**config.mk**
```make
export PLATFORM = sky130hd
export DESIGN_NAME = blake2_g_inv_flat
export DESIGN_NICKNAME = d
export VERILOG_FILES = /design/src/rtl/blake2_g_inv_if.sv /design/src/rtl/blake2_g_inv.sv /design/src/flat_wrapper.sv
export SDC_FILE = /design/constraint.sdc
export NUM_CORES = 1
export LEC_CHECK = 0
export CAP_MARGIN = 20
export CELL_PAD_IN_SITES_DETAIL_PLACEMENT = 1
export CELL_PAD_IN_SITES_GLOBAL_PLACEMENT = 1
export CORE_UTILIZATION = 39
export CTS_BUF_LIST = sky130_fd_sc_hd__clkbuf_2
export CTS_CLUSTER_SIZE = 14
export DETAILED_ROUTE_END_ITERATION = 8
export HOLD_SLACK_MARGIN = 0.06
export PLACE_DENSITY_LB_ADDON = 0.1
export SYNTH_ARGS = -nofsm -noshare
export SYNTH_HDL_FRONTEND = slang
export SYNTH_SLANG_ARGS = --single-unit
```
**constraint.sdc**
```tcl
create_clock -name clk -period 4.7 [get_ports clk]
set_input_delay 1.41 -clock clk [delete_from_list [all_inputs] [get_ports clk]]
set_output_delay 1.41 -clock clk [all_outputs]
set_load 0.02 [all_outputs]
```
**src/rtl/blake2_g_inv_if.sv**
```systemverilog
// Handshake and data bundle for the iterative inverse BLAKE2 G block.
// master: the side supplying G outputs and taking recovered inputs.
// slave: the inverse-G block itself.
interface blake2_g_inv_if #(
  parameter int W = 32
);
  logic         valid_i;
  logic         ready_o;
  logic [W-1:0] a_i;
  logic [W-1:0] b_i;
  logic [W-1:0] c_i;
  logic [W-1:0] d_i;
  logic [W-1:0] x_i;
  logic [W-1:0] y_i;
  logic         valid_o;
  logic         ready_i;
  logic [W-1:0] a_o;
  logic [W-1:0] b_o;
  logic [W-1:0] c_o;
  logic [W-1:0] d_o;

  modport master (
    output valid_i, a_i, b_i, c_i, d_i, x_i, y_i, ready_i,
    input  ready_o, valid_o, a_o, b_o, c_o, d_o
  );

  modport slave (
    input  valid_i, a_i, b_i, c_i, d_i, x_i, y_i, ready_i,
    output ready_o, valid_o, a_o, b_o, c_o, d_o
  );
endinterface

```
**src/rtl/blake2_g_inv.sv**
```systemverilog
// Iterative inverse of the BLAKE2 G mixing function: unwinds one ARX step
// per BUSY cycle and presents the recovered G inputs in DONE.
// Build option: BLAKE2_G_INV_DUAL_STEP_EN performs two steps per BUSY cycle.
//
// state | meaning
// IDLE  | ready_o high, waiting for valid_i
// BUSY  | applying inverse step(s) selected by step
// DONE  | valid_o high, result held until ready_i
module blake2_g_inv #(
  parameter int W  = 32,
  parameter int R1 = 16,
  parameter int R2 = 12,
  parameter int R3 = 8,
  parameter int R4 = 7
) (
  input  logic             clk,
  input  logic             nreset,
  blake2_g_inv_if.slave    bus
);

  typedef enum logic [1:0] {IDLE, BUSY, DONE} state_t;

  typedef struct packed {
    logic [W-1:0] a;
    logic [W-1:0] b;
    logic [W-1:0] c;
    logic [W-1:0] d;
  } words_t;

  state_t       state, state_nxt;
  logic [2:0]   step, step_nxt;
  words_t       w, w_nxt;
  logic [W-1:0] x, x_nxt;
  logic [W-1:0] y, y_nxt;

  function automatic logic [W-1:0] rotl(input logic [W-1:0] v, input int r);
    return (v << r) | (v >> (W - r));
  endfunction

  // Steps undo the forward G in reverse order: 0..3 undo its second half
  // (message word y), 4..7 undo its first half (message word x).
  function automatic words_t inv_step(input logic [2:0] s, input words_t v,
                                      input logic [W-1:0] mx, input logic [W-1:0] my);
    words_t r;
    r = v;
    case (s)
      3'd0:    r.b = rotl(v.b, R4) ^ v.c;
      3'd1:    r.c = v.c - v.d;
      3'd2:    r.d = rotl(v.d, R3) ^ v.a;
      3'd3:    r.a = v.a - v.b - my;
      3'd4:    r.b = rotl(v.b, R2) ^ v.c;
      3'd5:    r.c = v.c - v.d;
      3'd6:    r.d = rotl(v.d, R1) ^ v.a;
      default: r.a = v.a - v.b - mx;
    endcase
    return r;
  endfunction

  // Next-state and datapath update.
  always_comb begin
    state_nxt = state;
    step_nxt  = step;
    w_nxt     = w;
    x_nxt     = x;
    y_nxt     = y;
    case (state)
      IDLE: begin
        if (bus.valid_i) begin
          w_nxt     = '{a: bus.a_i, b: bus.b_i, c: bus.c_i, d: bus.d_i};
          x_nxt     = bus.x_i;
          y_nxt     = bus.y_i;
          step_nxt  = 3'd0;
          state_nxt = BUSY;
        end
      end
      BUSY: begin
`ifdef BLAKE2_G_INV_DUAL_STEP_EN
        w_nxt    = inv_step(step + 3'd1, inv_step(step, w, x, y), x, y);
        step_nxt = step + 3'd2;
        if (step == 3'd6) begin
          step_nxt  = 3'd0;
          state_nxt = DONE;
        end
`else
        w_nxt    = inv_step(step, w, x, y);
        step_nxt = step + 3'd1;
        if (step == 3'd7) begin
          step_nxt  = 3'd0;
          state_nxt = DONE;
        end
`endif
      end
      DONE: begin
        if (bus.ready_i) begin
          step_nxt  = 3'd0;
          state_nxt = IDLE;
        end
      end
      default: begin
        step_nxt  = 3'd0;
        state_nxt = IDLE;
      end
    endcase
  end

  // State and working registers; synchronous active-low reset.
  always_ff @(posedge clk) begin
    if (!nreset) begin
      state <= IDLE;
      step  <= 3'd0;
      w     <= '0;
      x     <= '0;
      y     <= '0;
    end else begin
      state <= state_nxt;
      step  <= step_nxt;
      w     <= w_nxt;
      x     <= x_nxt;
      y     <= y_nxt;
    end
  end

  // Working registers feed the outputs directly; they only move in BUSY,
  // so the result is stable for as long as DONE lasts.
  assign bus.ready_o = (state == IDLE);
  assign bus.valid_o = (state == DONE);
  assign bus.a_o     = w.a;
  assign bus.b_o     = w.b;
  assign bus.c_o     = w.c;
  assign bus.d_o     = w.d;

endmodule

```
**src/flat_wrapper.sv**
```systemverilog
// flat-port wrapper written by rule: the top's interface ports become plain ports
module blake2_g_inv_flat 
#(
  parameter int W  = 32,
  parameter int R1 = 16,
  parameter int R2 = 12,
  parameter int R3 = 8,
  parameter int R4 = 7
)
  (clk, nreset, bus_valid_i, bus_a_i, bus_b_i, bus_c_i, bus_d_i, bus_x_i, bus_y_i, bus_ready_i, bus_ready_o, bus_valid_o, bus_a_o, bus_b_o, bus_c_o, bus_d_o);
  blake2_g_inv_if #(.W(W)) bus_i ();
  input  logic clk;
  input  logic nreset;
  input wire logic [$bits(bus_i.valid_i)-1:0] bus_valid_i;
  input wire logic [$bits(bus_i.a_i)-1:0] bus_a_i;
  input wire logic [$bits(bus_i.b_i)-1:0] bus_b_i;
  input wire logic [$bits(bus_i.c_i)-1:0] bus_c_i;
  input wire logic [$bits(bus_i.d_i)-1:0] bus_d_i;
  input wire logic [$bits(bus_i.x_i)-1:0] bus_x_i;
  input wire logic [$bits(bus_i.y_i)-1:0] bus_y_i;
  input wire logic [$bits(bus_i.ready_i)-1:0] bus_ready_i;
  output wire logic [$bits(bus_i.ready_o)-1:0] bus_ready_o;
  output wire logic [$bits(bus_i.valid_o)-1:0] bus_valid_o;
  output wire logic [$bits(bus_i.a_o)-1:0] bus_a_o;
  output wire logic [$bits(bus_i.b_o)-1:0] bus_b_o;
  output wire logic [$bits(bus_i.c_o)-1:0] bus_c_o;
  output wire logic [$bits(bus_i.d_o)-1:0] bus_d_o;
  assign bus_i.valid_i = bus_valid_i;
  assign bus_i.a_i = bus_a_i;
  assign bus_i.b_i = bus_b_i;
  assign bus_i.c_i = bus_c_i;
  assign bus_i.d_i = bus_d_i;
  assign bus_i.x_i = bus_x_i;
  assign bus_i.y_i = bus_y_i;
  assign bus_i.ready_i = bus_ready_i;
  assign bus_ready_o = bus_i.ready_o;
  assign bus_valid_o = bus_i.valid_o;
  assign bus_a_o = bus_i.a_o;
  assign bus_b_o = bus_i.b_o;
  assign bus_c_o = bus_i.c_o;
  assign bus_d_o = bus_i.d_o;
  blake2_g_inv #(.W(W), .R1(R1), .R2(R2), .R3(R3), .R4(R4)) u_core (.clk(clk), .nreset(nreset), .bus(bus_i));
endmodule
```
==> results by stage <==
CTS:
- Clock-pin slew was measured on the worst setup and hold paths at 0.34 ns.
- Counting along the longest clock path gives a buffer depth of 2.
- The tree built by TritonCTS fans out to 197 sinks.
- The number of buffers created by CTS is 17.
- The clock insertion delay at the later pin of the skew report is 0.95 ns.
- CTS placed an instance of sky130_fd_sc_hd__clkbuf_2 at the clock tree root.
- The cts-stage hold buffer count is 0.
- The number of H-tree branching levels is 4.
- TritonCTS built the clock tree.

Run:
- The number of max-cap violations is 0.

Synthesis:
- The number of nets in the synthesized netlist is 2,171.
- The register bit count reported by yosys is 197.
- Yosys attributes the largest share of cell area to sky130_fd_sc_hd__dfxtp_1, sky130_fd_sc_hd__nand2_1, sky130_fd_sc_hd__ha_1, sky130_fd_sc_hd__o211a_1, sky130_fd_sc_hd__xnor2_1.
- The async set or reset register ratio after synthesis is 0%.
- The cell accounting for the most synthesized area is sky130_fd_sc_hd__dfxtp_1.
- In this run, distinct cell masters in the synthesized netlist total 77.
- The synthesis warning total is 0.
- After synthesis the cells add up to 14,700 um2.
- The share of the yosys chip area belonging to registers is 26.8%.
- The commonest register cell after synthesis is sky130_fd_sc_hd__dfxtp_1.
- The most common cell in the synthesized netlist is sky130_fd_sc_hd__nand2_1.
- Sorting the synthesized cells by how often they occur yields sky130_fd_sc_hd__nand2_1, sky130_fd_sc_hd__dfxtp_1, sky130_fd_sc_hd__a21oi_1.
- The number of instances in the synthesized netlist is 1,873.
- Dividing the synthesized area by the synthesized cell count gives 7.86 um2.
- The top-area cell type share of the netlist area is 26.8%.
- In this run, synthesis inferred 0 flip-flops with an integrated enable.

Global routing:
- The first global-routing pass estimated 96.3 mm of wire.
- The global route total overflow is 0.
- The initial antenna violation count is 3.
- The maximum number of pins on one net before global-route repair is 90.
- The number of global-route vias before repair is 15,300.
- For this run, the total global-route usage over all layers was measured as 33.4%.

STA:
- Setup repair after global routing could not meet its margin everywhere.
- The slew of the pin with the lowest slew margin is 1.03 ns.
- The final count of pins violating max slew is 0.
- The final setup violation count is 0.
- Adding up every negative setup slack in the final design gives 0 ns.
- The worst-case clock skew is 0.0532 ns.
- The peak clock frequency supported by timing is 219 MHz.
- The period utilization is 97.3%.
- Counting I/O delays and the setup requirement, the final critical path takes 4.57 ns.
- In this run the tightest slew margin relative to its limit is 30.9%.
- The total count of hold-check failures in the final report is 0.

Floorplan:
- The floorplan step defined a die boundary enclosing 38,500 um2.
- The height of the die is 196 um.
- The initial cell density of the core is 39.9%.
- The die is 196 um wide.
- The placeable core region is 36,900 um2.
- The boundary pin count is 326.
- The cell row count is 70.

Place:
- The detailed-placement wirelength estimate is 52.3 mm.
- The count of buffers inserted at the top-level ports is 325.
- After detailed placement, the total cell area comes to 18,600 um2.
- The placer congestion estimate is 0.976.

Worst setup path:
- The maximum net fanout on the critical path is 5.
- The worst setup path is launched from a flip-flop.
- The worst register-to-register path begins at u_core.bus.b_o[1]$_SDFFE_PN0P_.
- Setup slack on the worst reg-to-reg path comes out at 0.13 ns.
- The worst endpoint data arrival time is 5.47 ns.
- The number of cell instances on the worst register-to-register path is 22.
- By startpoint and endpoint, the worst setup path is classified as reg2reg.
- The worst setup path is captured at a flip-flop.
- The endpoint identified for the worst register-to-register timing path is u_core.bus.a_o[31]$_SDFFE_PN0P_.
- At the worst endpoint, the required time is 5.59 ns.

Layout:
- At the end of the flow, the number of nets in the layout was 2,461.
- In the final layout, the share of cells above drive strength 1 is 7.67%.
- The fraction of the core area covered by cells at the end of the flow is 51.8%.
- The number of fillers in the final layout is 4,481.
- From synthesis to final layout, the design area changed by 29.7%.
- The post-route cell area is 19,100 um2.

Route:
- The final route contains 15,300 vias.
- The top routing layer in use is met5.
- After detailed routing, the number of vias per cell comes to 5.71.
- After detailed routing, the wire length on met1 is 28.3 mm.
- Detailed routing placed a total of 31.2 mm of wire on met2.
- In this run the remaining antenna-violating nets after routing total 0.
- The routed length per placed instance is 24.2 um.
- The number of DRC violations after detailed routing is 0.
- The pre-antenna-repair detailed-routing pass consisted of 5 iterations.
- The number of design-rule violations left by the first detailed-router iteration is 870.
- After detailed routing, the met3 layer carries 3.08 mm of wire.
- The total wire length after detailed routing is 64.9 mm.

Pwr:
- The total power divided by cell area is 404 nW/um2.
- The post-layout total power is 0.00773 W.
- The analysis attributes to cell leakage a power of 8.14 nW.
- The maximum vdd drop is 0.196 mV.

Run status:
- The run finished with clean final reports.

Min path:
- The kind of path behind the tightest hold check is reg2reg.
- Along the worst hold path, the cell count comes to 2.
- The worst-case hold path end point is u_core.y[22]$_SDFFE_PN0P_.
- The startpoint of the lowest-slack hold path is u_core.y[22]$_SDFFE_PN0P_.
[flip-flops by register name (all words and copies together) (netlist names)]
name and cells:
u_core.bus.c_o 32, u_core.bus.b_o 32, u_core.step 3, u_core.y 32, u_core.state 2, u_core.x 32
u_core.bus.a_o 32, u_core.bus.d_o 32
[cell families (layout without fill, tap and decap cells)]
group	count (synthesis)	after routing	synth area share, %
AOI/OAI and AO/OA	651	651	32.2
xor gates and xnor gates	133	133	7.91
adders and majority gates	102	102	8.82
buffers and inverters	214	517	5.49
DFF	197	197	26.8
muxes	47	47	3.22
other	0	1	0
and+or+nand+nor	529	529	15.6
[worst max-delay path, cell delays in order (launching register included)]
cell                        delay, ns
sky130_fd_sc_hd__dfxtp_2         0.41
sky130_fd_sc_hd__inv_1           0.05
sky130_fd_sc_hd__ha_1            0.30
sky130_fd_sc_hd__nor2b_1         0.16
sky130_fd_sc_hd__o31a_1          0.35
sky130_fd_sc_hd__or3_4           0.37
sky130_fd_sc_hd__a41o_4          0.25
sky130_fd_sc_hd__and2_4          0.17
sky130_fd_sc_hd__nor2_2          0.07
sky130_fd_sc_hd__nor2_1          0.04
sky130_fd_sc_hd__nor2_1          0.12
sky130_fd_sc_hd__xnor2_1         0.11
sky130_fd_sc_hd__ha_2            0.39
sky130_fd_sc_hd__buf_4           0.14
sky130_fd_sc_hd__nand4_1         0.18
sky130_fd_sc_hd__nor2_2          0.18
sky130_fd_sc_hd__nand3_1         0.10
sky130_fd_sc_hd__o2bb2ai_2       0.21
sky130_fd_sc_hd__o211ai_1        0.22
sky130_fd_sc_hd__and3_1          0.25
sky130_fd_sc_hd__nor3_2          0.19
sky130_fd_sc_hd__xor2_1          0.18
sky130_fd_sc_hd__o21ai_1         0.08
[per-layer routing]
layer | vias up | GRT usage (%)
met5 | - | 0
met4 | 4 | 12.7
met3 | 83 | 4.25
met2 | 452 | 57.2
met1 | 7498 | 42.5
li1 | 7267 | -
[power breakdown]
group / switching, W / internal, W / leakage (nW)
registers: 0.000232 / 0.00184 / 1.63
clock network: 0.000705 / 0.000318 / 0.161
logic: 0.00268 / 0.00196 / 6.35
[per-stage QoR]
stage	hold WS (ns)	worst slack, ns	instances
after floorplan	0.440	0.295	1873
after global placement	0.450	0.189	2639
after detailed placement	0.457	0.0433	2639
after CTS	0.484	0.000624	2671
after global routing	0.496	-0.0525	2681
final	0.481	0.126	2681
[area by class of cell]
| class | count | area (um2) | area share, % |
|---|---|---|---|
| tap | 504 | 631 | 3.30 |
| inverter | 97 | 364 | 1.91 |
| multi-input combinational | 1462 | 10100 | 52.8 |
| antenna | 1 | 2.50 | 0.0131 |
| clock buffer | 17 | 85.1 | 0.445 |
| clock inverter | 15 | 199 | 1.04 |
| sequential | 197 | 3960 | 20.7 |
| timing repair buffer | 388 | 3770 | 19.7 |
[timing repair]
| item | 4_1_cts | 5_1_grt |
|---|---|---|
| pin swaps | 0 | 16 |
| cloned | 0 | 0 |
| setup endpoints to repair | 1 | 13 |
| setup buffers | 0 | 8 |
| gates resized for setup | 1 | 31 |
[how the worst max path moves through the flow]
stage                                         from                               to  slack, ns  cells past startpoint
floorplan           u_core.bus.b_o[1]$_SDFFE_PN0P_  u_core.bus.a_o[24]$_SDFFE_PN0P_       0.29                     22
global placement    u_core.bus.a_o[0]$_SDFFE_PN0P_  u_core.bus.a_o[31]$_SDFFE_PN0P_       0.19                     21
detailed placement  u_core.bus.a_o[0]$_SDFFE_PN0P_  u_core.bus.a_o[31]$_SDFFE_PN0P_       0.04                     21
CTS                 u_core.bus.a_o[0]$_SDFFE_PN0P_  u_core.bus.a_o[31]$_SDFFE_PN0P_     0.0006                     21
global route        u_core.bus.b_o[1]$_SDFFE_PN0P_  u_core.bus.a_o[31]$_SDFFE_PN0P_      -0.05                     22
finish              u_core.bus.b_o[1]$_SDFFE_PN0P_  u_core.bus.a_o[31]$_SDFFE_PN0P_       0.13                     22
[cell usage in the layout, fill, tap and decap left out, types with 8 or more instances in the layout]
master | netlist | routed
sky130_fd_sc_hd__a211oi_1 | 16 | 15
sky130_fd_sc_hd__a21boi_0 | 67 | 67
sky130_fd_sc_hd__a21o_1 | 42 | 42
sky130_fd_sc_hd__a21oi_1 | 110 | 108
sky130_fd_sc_hd__a31oi_1 | 9 | 8
sky130_fd_sc_hd__and3_1 | 11 | 11
sky130_fd_sc_hd__buf_4 | 0 | 60
sky130_fd_sc_hd__clkbuf_2 | 1 | 17
sky130_fd_sc_hd__clkdlybuf4s50_1 | 0 | 324
sky130_fd_sc_hd__dfxtp_1 | 197 | 186
sky130_fd_sc_hd__dfxtp_2 | 0 | 11
sky130_fd_sc_hd__ha_1 | 99 | 94
sky130_fd_sc_hd__inv_1 | 97 | 97
sky130_fd_sc_hd__mux2i_1 | 44 | 44
sky130_fd_sc_hd__nand2_1 | 351 | 348
sky130_fd_sc_hd__nand3_1 | 30 | 30
sky130_fd_sc_hd__nand4_1 | 11 | 11
sky130_fd_sc_hd__nor2_1 | 50 | 48
sky130_fd_sc_hd__nor2b_1 | 22 | 21
sky130_fd_sc_hd__nor3_1 | 12 | 11
sky130_fd_sc_hd__o211a_1 | 88 | 88
sky130_fd_sc_hd__o211ai_1 | 100 | 100
sky130_fd_sc_hd__o21a_1 | 17 | 17
sky130_fd_sc_hd__o21ai_0 | 104 | 104
sky130_fd_sc_hd__o21ai_1 | 15 | 14
sky130_fd_sc_hd__o21bai_1 | 11 | 11
sky130_fd_sc_hd__or3_1 | 9 | 9
sky130_fd_sc_hd__xnor2_1 | 99 | 98
sky130_fd_sc_hd__xor2_1 | 34 | 34
Power figures use the tool's default switching activity.
